`src/rtl/vip_axi4s_traffic_gen.sv`:
```
// AXI4-Stream master traffic generator: sends a configured number of fixed-length packets
// with counter, LFSR-random or custom payload, for loopback and FPGA test harnesses.
module vip_axi4s_traffic_gen #(
  parameter int          TDATA_WIDTH_P = 64,
  parameter int          TSTRB_WIDTH_P = TDATA_WIDTH_P / 8,
  parameter int          TID_WIDTH_P   = 4,
  parameter int          TDEST_WIDTH_P = 4,
  parameter int          TUSER_WIDTH_P = 8,
  parameter int          LEN_WIDTH_P   = 16,
  parameter logic [31:0] LFSR_SEED_P   = 32'hACE1
) (
  input  logic                     clk,
  input  logic                     rst_n,
  input  logic [1:0]               cfg_tdata_mode,
  input  logic                     cfg_tid_mode,
  input  logic                     cfg_tstrb_mode,
  input  logic [TDATA_WIDTH_P-1:0] cfg_custom_tdata,
  input  logic [TDEST_WIDTH_P-1:0] cfg_tdest,
  input  logic [LEN_WIDTH_P-1:0]   cfg_packet_length,
  input  logic [LEN_WIDTH_P-1:0]   cfg_nr_of_packets,
  input  logic                     start,
  input  logic                     stop,
  output logic                     busy,
  output logic                     done,
  output logic [LEN_WIDTH_P-1:0]   packets_sent,
  output logic                     m_tvalid,
  input  logic                     m_tready,
  output logic [TDATA_WIDTH_P-1:0] m_tdata,
  output logic [TSTRB_WIDTH_P-1:0] m_tstrb,
  output logic [TSTRB_WIDTH_P-1:0] m_tkeep,
  output logic                     m_tlast,
  output logic [TID_WIDTH_P-1:0]   m_tid,
  output logic [TDEST_WIDTH_P-1:0] m_tdest,
  output logic [TUSER_WIDTH_P-1:0] m_tuser
);

  typedef enum logic [1:0] {IDLE, SEND, DONE} state_t;

  localparam int REP = (TDATA_WIDTH_P + 31) / 32;

  state_t                   state;
  logic [1:0]               data_mode_q;
  logic                     tid_mode_q;
  logic                     tstrb_mode_q;
  logic [TDATA_WIDTH_P-1:0] custom_q;
  logic [TDEST_WIDTH_P-1:0] tdest_q;
  logic [LEN_WIDTH_P-1:0]   len_q;
  logic [LEN_WIDTH_P-1:0]   nr_q;
  logic                     stop_pending;
  logic [LEN_WIDTH_P-1:0]   beat_cnt;
  logic [TDATA_WIDTH_P-1:0] data_cnt;
  logic [31:0]              lfsr;
  logic [31:0]              lfsr_next;
  logic [TID_WIDTH_P-1:0]   tid_q;
  logic [LEN_WIDTH_P-1:0]   pkts_next;
  logic [REP*32-1:0]        lfsr_rep;
  logic                     accept;
  logic                     last_beat;

  assign accept    = m_tvalid & m_tready;
  assign last_beat = (beat_cnt == len_q);
  assign pkts_next = packets_sent + 1'b1;
  assign lfsr_rep  = {REP{lfsr}};

  // Galois form of x^32+x^22+x^2+x+1
  assign lfsr_next = {1'b0, lfsr[31:1]} ^ (lfsr[0] ? 32'h8020_0003 : 32'h0);

  // Counters restart at every start so runs are repeatable; the LFSR only restarts on reset.
  always_ff @(posedge clk or negedge rst_n) begin
    if (!rst_n) begin
      state        <= IDLE;
      data_mode_q  <= '0;
      tid_mode_q   <= 1'b0;
      tstrb_mode_q <= 1'b0;
      custom_q     <= '0;
      tdest_q      <= '0;
      len_q        <= '0;
      nr_q         <= '0;
      stop_pending <= 1'b0;
      beat_cnt     <= '0;
      data_cnt     <= '0;
      lfsr         <= LFSR_SEED_P;
      tid_q        <= '0;
      packets_sent <= '0;
      m_tvalid     <= 1'b0;
      busy         <= 1'b0;
      done         <= 1'b0;
    end else begin
      case (state)
        IDLE: begin
          if (start) begin
            data_mode_q  <= cfg_tdata_mode;
            tid_mode_q   <= cfg_tid_mode;
            tstrb_mode_q <= cfg_tstrb_mode;
            custom_q     <= cfg_custom_tdata;
            tdest_q      <= cfg_tdest;
            len_q        <= cfg_packet_length;
            nr_q         <= cfg_nr_of_packets;
            stop_pending <= 1'b0;
            beat_cnt     <= '0;
            data_cnt     <= '0;
            tid_q        <= cfg_tid_mode ? lfsr[TID_WIDTH_P-1:0] : '0;
            packets_sent <= '0;
            m_tvalid     <= 1'b1;
            busy         <= 1'b1;
            state        <= SEND;
          end
        end
        SEND: begin
          if (stop) stop_pending <= 1'b1;
          if (accept) begin
            data_cnt <= data_cnt + 1'b1;
            lfsr     <= lfsr_next;
            if (last_beat) begin
              beat_cnt     <= '0;
              packets_sent <= pkts_next;
              if (stop || stop_pending || (nr_q != '0 && pkts_next == nr_q)) begin
                m_tvalid <= 1'b0;
                done     <= 1'b1;
                state    <= DONE;
              end else begin
                tid_q <= tid_mode_q ? lfsr_next[TID_WIDTH_P-1:0] : tid_q + 1'b1;
              end
            end else begin
              beat_cnt <= beat_cnt + 1'b1;
            end
          end
        end
        DONE: begin
          done         <= 1'b0;
          busy         <= 1'b0;
          stop_pending <= 1'b0;
          state        <= IDLE;
        end
        default: state <= IDLE;
      endcase
    end
  end

  // Payload is a pure function of registers, forced to zero whenever no beat is offered.
  always_comb begin
    m_tdata = '0;
    m_tstrb = '0;
    m_tkeep = '0;
    m_tlast = 1'b0;
    m_tid   = '0;
    m_tdest = '0;
    m_tuser = '0;
    if (m_tvalid) begin
      case (data_mode_q)
        2'd1:    m_tdata = lfsr_rep[TDATA_WIDTH_P-1:0];
        2'd2:    m_tdata = custom_q;
        default: m_tdata = data_cnt;
      endcase
      m_tstrb = tstrb_mode_q ? lfsr[TSTRB_WIDTH_P-1:0] : '1;
      m_tkeep = '1;
      m_tlast = last_beat;
      m_tid   = tid_q;
      m_tdest = tdest_q;
      m_tuser = packets_sent[TUSER_WIDTH_P-1:0];
    end
  end

endmodule

```
`config.mk`:
```
export PLATFORM = sky130hd
export DESIGN_NAME = vip_axi4s_traffic_gen
export DESIGN_NICKNAME = d
export VERILOG_FILES = /design/src/rtl/vip_axi4s_traffic_gen.sv
export SDC_FILE = /design/constraint.sdc
export NUM_CORES = 1
export LEC_CHECK = 0
export ABC_AREA = 1
export CAP_MARGIN = 20
export CORE_MARGIN = 4
export CORE_UTILIZATION = 40
export DETAILED_ROUTE_END_ITERATION = 8
export GPL_TIMING_DRIVEN = 0
export RECOVER_POWER = 50
export SETUP_SLACK_MARGIN = 0.02
export SYNTH_ARGS = -nofsm -noshare
export SYNTH_HDL_FRONTEND = slang
export SYNTH_SLANG_ARGS = --single-unit
```
`constraint.sdc`:
```
create_clock -name clk -period 5.3 [get_ports clk]
set_input_delay 1.325 -clock clk [delete_from_list [all_inputs] [get_ports clk]]
set_output_delay 1.325 -clock clk [all_outputs]
set_load 0.05 [all_outputs]
```
Yosys cells after proc, flatten, opt, wreduce, memory -nomap -nowiden
Index checks and enable logic that the tools add are counted.
{"block": "totals", "reg_bits": 242, "in_bits": 109, "out_inout_bits": 116, "word_cells": 99}
{"block": "classes", "add_sub_neg": 4, "eq_ne": 12, "n_mux": 45, "bitwise_logic": 2, "reduce_logical": 19}
{"cell": "one-hot mux 64 bit (2 select lines)", "count": 2}
{"cell": "2-to-1 mux 64 bit", "count": 3}
{"cell": "2-to-1 mux 16 bit", "count": 5}
{"cell": "adder 64 x 1 -> 64 bit, second input constant", "count": 1}
{"cell": "one-hot mux 16 bit (2 select lines)", "count": 2}
{"cell": "adder 16 x 1 -> 16 bit, second input constant", "count": 2}
{"cell": "equality test 16 bit", "count": 2}
{"cell": "2-to-1 mux 32 bit", "count": 1}
{"cell": "2-to-1 mux 4 bit", "count": 8}
{"cell": "2-to-1 mux 8 bit", "count": 4}
{"cell": "bitwise XOR 31 x 32 -> 32 bit", "count": 1}
{"cell": "nonzero test 16 bit", "count": 1}
{"cell": "!= test 2 bit, second input constant", "count": 6}
{"cell": "AND reduction 4 bit", "count": 3}
{"cell": "2-to-1 mux 1 bit", "count": 10}
{"cell": "AND reduction 5 bit", "count": 2}
{"cell": "2-to-1 mux 2 bit", "count": 4}
{"cell": "one-hot mux 4 bit (2 select lines)", "count": 1}
{"cell": "one-hot mux 1 bit (2 select lines)", "count": 3}
{"cell": "AND reduction 2 bit", "count": 3}
{"cell": "AND reduction 3 bit", "count": 2}
{"cell": "nonzero test 2 bit", "count": 3}
{"cell": "adder 4 x 1 -> 4 bit, second input constant", "count": 1}
{"cell": "equality test 2 x 1 -> 1 bit, second input constant", "count": 2}
{"cell": "8 further kinds", "count": 10}

Longest topological paths before layout
{"block": "logic_depth", "ltp_word": 8, "mapped_depth": 17, "depth_no_buf": 17}

Worst setup path after synthesis
OpenSTA, ideal clock, no wires.
{"block": "synth_path", "path_kind": "register to output", "from": "register m_tvalid", "to": "output port m_tdata[55]", "arrival_ns": 2.664, "t_required_ns": 3.975, "setup_slack_ns": 1.311, "stages_incl_launch_ff": 6, "path_buffers": 3, "path_cell_list": "dfrtp_1 > buf_2 > inv_1 > clkbuf_1 > buf_1 > a211oi_1"}
{"block": "synth_via", "elab_chain_cells": 1}
{"item": "start: declaration", "line": "26", "rtl": "output logic m_tvalid,"}
{"item": "start signal: assignment", "line": "85", "rtl": "m_tvalid <= 1'b0;"}
{"item": "start signal: assignment", "line": "104", "rtl": "m_tvalid <= 1'b1;"}
{"item": "start signal: assignment", "line": "118", "rtl": "m_tvalid <= 1'b0;"}
{"item": "2-to-1 mux 64 bit", "line": "149", "rtl": "if (m_tvalid) begin"}
{"item": "end: declaration", "line": "28", "rtl": "output logic [TDATA_WIDTH_P-1:0] m_tdata,"}
No other way between the ends.

Worst setup path in the final report
{"block": "layout_path", "from": "register data_mode_q[0]", "to": "output port m_tdata[42]"}
{"block": "layout_via", "elab_chain_cells": 3, "word_cells_on_any_way": 4, "cone_classes": "eq/ne (2); mux (2)"}
{"item": "start: declaration", "line": "42", "rtl": "logic [1:0] data_mode_q;"}
{"item": "start signal: assignment", "line": "92", "rtl": "data_mode_q <= cfg_tdata_mode;"}
{"item": "equality test 2 bit / equality test 2 x 1 -> 1 bit (equally long branches)", "line": "150", "rtl": "case (data_mode_q)"}
{"item": "one-hot mux 64 bit (2 select lines) (*)", "line": "150"}
{"item": "2-to-1 mux 64 bit (*)", "line": "149"}
Every way passes the cells marked *; elsewhere a longest branch is shown, timed or not.

==> results by stage <==
STA:
- The worst hold margin is 482 ps.
- The final-report hold violation count is 0.
- The worst slew margin relative to its limit is -59.1%.
- Setup violations remaining at the end of the flow were counted as 0.
- Derived from the worst setup path, the maximum achievable clock frequency is 193 MHz.
- In the final timing run, aggregate negative setup slack is 0 ps.
- Counting I/O delays and the setup requirement, the final critical path takes 5170 ps.
- The final number of max-transition violations is 44.
- The share of the clock period used by the worst path is 97.6%.
- Setup repair after global routing left no endpoint under its margin.
- Across the routed clock network, the largest skew measured is 17.4 ps.
- The transition time of the tightest slew-check pin is 2390 ps.

Logic synthesis:
- Synthesis inferred approximately 240 register bits.
- For this run, asynchronously set or reset flops after synthesis account for 100%.
- In the synthesized netlist the dominant register cell turns out to be sky130_fd_sc_hd__dfrtp_1.
- Summing the sequential cell areas from Yosys gives 45.5% of the chip area.
- Ranked by instance count, the synthesized netlist is headed by sky130_fd_sc_hd__nand2_1, sky130_fd_sc_hd__dfrtp_1, sky130_fd_sc_hd__inv_1, sky130_fd_sc_hd__o21ai_0, sky130_fd_sc_hd__a21oi_1.
- The library cell with the highest instance count after synthesis is sky130_fd_sc_hd__nand2_1.
- sky130_fd_sc_hd__dfrtp_1 takes more of the synthesized area than any other cell.
- Counting flops with a built-in enable in the synthesized netlist gives 0.
- The post-synthesis instance area is approximately 13000 um2.
- The number of distinct library cells after synthesis is 43.
- Counting every net in the synthesized netlist gives approximately 1900.
- The count of yosys warnings during synthesis is 0.
- By area the synthesized netlist is led by sky130_fd_sc_hd__dfrtp_1, sky130_fd_sc_hd__nand2_1, sky130_fd_sc_hd__inv_1.
- The cell count after synthesis is 1807.
- The share of the synthesized area in the top cell type is 43.9%.
- In this run the mean area of a mapped cell was 7.38 um2.

Drt:
- The post-route DRC violation count is 0.
- The wire length per cell is 20.1 um.
- The routed design has 50800 um of wire.
- For this block, the initial DRC count from the detailed router was 1252.
- The total length of routed met3 wires is ~3700 um.
- The total via count after detailed routing is 13600.
- Dividing the detail-routed via count by the number of cells gives 5.37.
- The first detailed-routing pass ran for 7 iterations.
- The detailed-routed wire length on met2 is 23500 um.
- The detailed router used layers up to and including met4.
- The routed metal-1 wirelength is 21800 um.
- Once detail routing completed, the nets flagged for antenna violations numbered 0.

Clock tree:
- In this run the number of H-tree levels came out at 1.
- Once the clock tree was built, the setup fixing pass inserted 0 buffers.
- The clock drives 242 sinks.
- The post-CTS resize count is 0.
- The total CTS buffers is 28.
- CTS placed an instance of sky130_fd_sc_hd__clkbuf_16 at the clock tree root.
- TritonCTS built the clock tree.
- After clock tree synthesis, the clock-pin slew on the worst setup and hold paths is 60 ps.
- The number of buffers on the longest clock path is 3.
- The clock insertion delay at the later pin of the skew report is between 500 and 600 ps.
- The number of buffers inserted by hold repair at cts is 0.

Floorplan:
- The die outline height is 191 um.
- The die area is around 36000 um2.
- 225 I/O pins were placed.
- The number of rows created at floorplan is 66.
- The die boundary width is about 190 um.
- The total area inside the core boundary comes to 32700 um2.
- Once the floorplan was initialized, standard cells occupied 40.8% of the core.

Cells and area:
- The end-of-flow core utilization is 52.6%.
- Cells with a size suffix above 1 make up 5.13% of the layout.
- The area growth from synthesis to layout is 28.8%.
- The repair_antennas step left the layout with diodes totalling 0.
- In the final design database the tool counted 2178 nets.
- After routing the design area is 17200 um2.

Pwr:
- The analysis attributes to cell leakage a power of slightly below 8 nW.
- VDD sags by at most 0.809 mV.
- Power spread over the standard cell area amounts to 658 nW/um2.

Setup path:
- The sort of element at the start of the critical path is a flop.
- The critical path data arrival time is 3850 ps.
- In this run the worst path has a maximum fanout of 10.
- The worst setup path is captured at an output port.
- By startpoint and endpoint, the worst setup path is classified as flop to output port.
- At the worst endpoint, the required time is 3970 ps.
- The worst reg2reg path depth is 11.

Placement:
- Port buffering added ~220 buffers.
- The placed standard-cell area is 16200 um2.
- The wire-length estimate of the detail-placed layout is roughly 40000 um.
- The final weighted congestion in routability-driven placement is 0.946.

Status:
- The final reports fail on max-capacitance violations, max-slew violations.
- The flow ran to the end, but the final reports show violations.

Global routing:
- Global routing used 27.2% of the available tracks across all layers.
- The initial antenna violation count is 0.
- The number of global-route vias before repair is 13200.
- Summed over all layers, the global routing overflow is 0.
- The wire length of the first global-routing pass is 77200 um.
- The pin count of the biggest net entering global routing is between 100 and 150.

Job:
- The count of max-cap constraint violations is 1.

Worst hold path:
- The min-delay analysis places its worst path in the category flop to flop.
- Counting instances, the worst hold path has a depth of 2.
==> logic make-up (layout without fill, tap and decap cells) <==
kind of cell / Yosys count / after routing / synth area share (%)
AOI/OAI and AO/OA: 358 / 358 / 14.9
xor gates and xnor gates: 25 / 25 / 1.64
adders and majority gates: 6 / 6 / 0.563
buffers and inverters: 291 / 569 / 8.55
DFF: 242 / 242 / 45.5
and+or+nand+nor: 885 / 885 / 28.9
==> critical path: stages, from the launching register on <==
cell and delay, ps:
sky130_fd_sc_hd__dfrtp_1 380, sky130_fd_sc_hd__inv_1 60, sky130_fd_sc_hd__ha_1 270, sky130_fd_sc_hd__clkbuf_1 360
sky130_fd_sc_hd__inv_1 280, sky130_fd_sc_hd__clkbuf_1 300, sky130_fd_sc_hd__o21ai_0 190, sky130_fd_sc_hd__a21oi_1 110
sky130_fd_sc_hd__a211oi_1 450, sky130_fd_sc_hd__clkdlybuf4s50_1 900
==> registers in the layout (all words and copies together), names as in the netlist <==
name          cells
custom_q         64
data_cnt         64
lfsr             32
beat_cnt         16
len_q            16
nr_q             16
packets_sent     16
tdest_q           4
tid_q             4
data_mode_q       2
state             2
busy              1
done              1
m_tvalid          1
stop_pending      1
tid_mode_q        1
tstrb_mode_q      1
==> power breakdown <==
group	internal, mW	total (mW)	switching [mW]	leakage [nW]
Clock	1.48	2.30	0.826	0.538
Sequential	2.38	2.77	0.392	3.15
Combinational	1.80	6.24	4.44	4.04
Total	5.66	11.3	5.66	7.73
==> through the flow <==
step / setup WS [ps] / total power, mW / cells
after floorplan: 1310 / 6.62 / 1807
after global placement: -8030 / 8.99 / 2473
after detailed placement: 732 / 9.01 / 2475
after CTS: 110 / 11.3 / 2527
after global routing: 51.8 / 11.9 / 2527
final: 127 / 11.3 / 2527
==> cell usage in the layout, fill, tap and decap left out, types with 8 or more instances in the layout <==
| master | netlist | final |
|---|---|---|
| sky130_fd_sc_hd__nand3_1 | 83 | 85 |
| sky130_fd_sc_hd__o21a_1 | 9 | 9 |
| sky130_fd_sc_hd__nand4_1 | 36 | 37 |
| sky130_fd_sc_hd__a211oi_1 | 43 | 43 |
| sky130_fd_sc_hd__a21oi_1 | 125 | 125 |
| sky130_fd_sc_hd__nand2_1 | 551 | 555 |
| sky130_fd_sc_hd__buf_1 | 9 | 8 |
| sky130_fd_sc_hd__bufinv_16 | 0 | 9 |
| sky130_fd_sc_hd__buf_4 | 9 | 8 |
| sky130_fd_sc_hd__inv_1 | 202 | 203 |
| sky130_fd_sc_hd__o21ai_0 | 144 | 146 |
| sky130_fd_sc_hd__dfrtp_1 | 234 | 234 |
| sky130_fd_sc_hd__clkdlybuf4s50_1 | 0 | 214 |
| sky130_fd_sc_hd__dfstp_2 | 8 | 8 |
| sky130_fd_sc_hd__nor2_2 | 9 | 9 |
| sky130_fd_sc_hd__clkbuf_16 | 0 | 29 |
| sky130_fd_sc_hd__nor2_1 | 107 | 110 |
| sky130_fd_sc_hd__o22ai_1 | 17 | 17 |
| sky130_fd_sc_hd__nor3_1 | 54 | 54 |
| sky130_fd_sc_hd__a221oi_1 | 9 | 9 |
| sky130_fd_sc_hd__clkbuf_1 | 59 | 67 |
| sky130_fd_sc_hd__xor2_1 | 12 | 12 |
| sky130_fd_sc_hd__xnor2_1 | 13 | 13 |
| sky130_fd_sc_hd__nor4_1 | 8 | 8 |
==> worst paths after layout <==
kind / slack [ps] / endpoint / start
setup / recovery: 130 / m_tdata[42] / data_mode_q[0]
hold / removal: 480 / tdest_q[2] / tdest_q[2]
setup reg to reg: 1800 / tid_q[2] / m_tvalid
hold reg to reg: 480 / tdest_q[2] / tdest_q[2]
max in group asynchronous: 900 / custom_q[15] / rst_n
min in group asynchronous: 1490 / nr_q[10] / rst_n
==> cell type report <==
class,count,area [um2]
sequential,242,6070
buffer,84,353
clock buffer,36,782
multi-input combinational,1274,6070
fill,3240,15500
inverter,207,777
timing repair buffer,226,2280
tap,442,553
clock inverter,16,309
==> routing by layer <==
| metal | track usage, % | vias to the layer above |
|---|---|---|
| met2 | 45.6 | 621 |
| met5 | 0 | - |
| met3 | 3.73 | 88 |
| li1 | - | 6431 |
| met4 | 8.01 | 0 |
| met1 | 37.0 | 6423 |
Note: power is estimated with default switching activity, not from simulation.
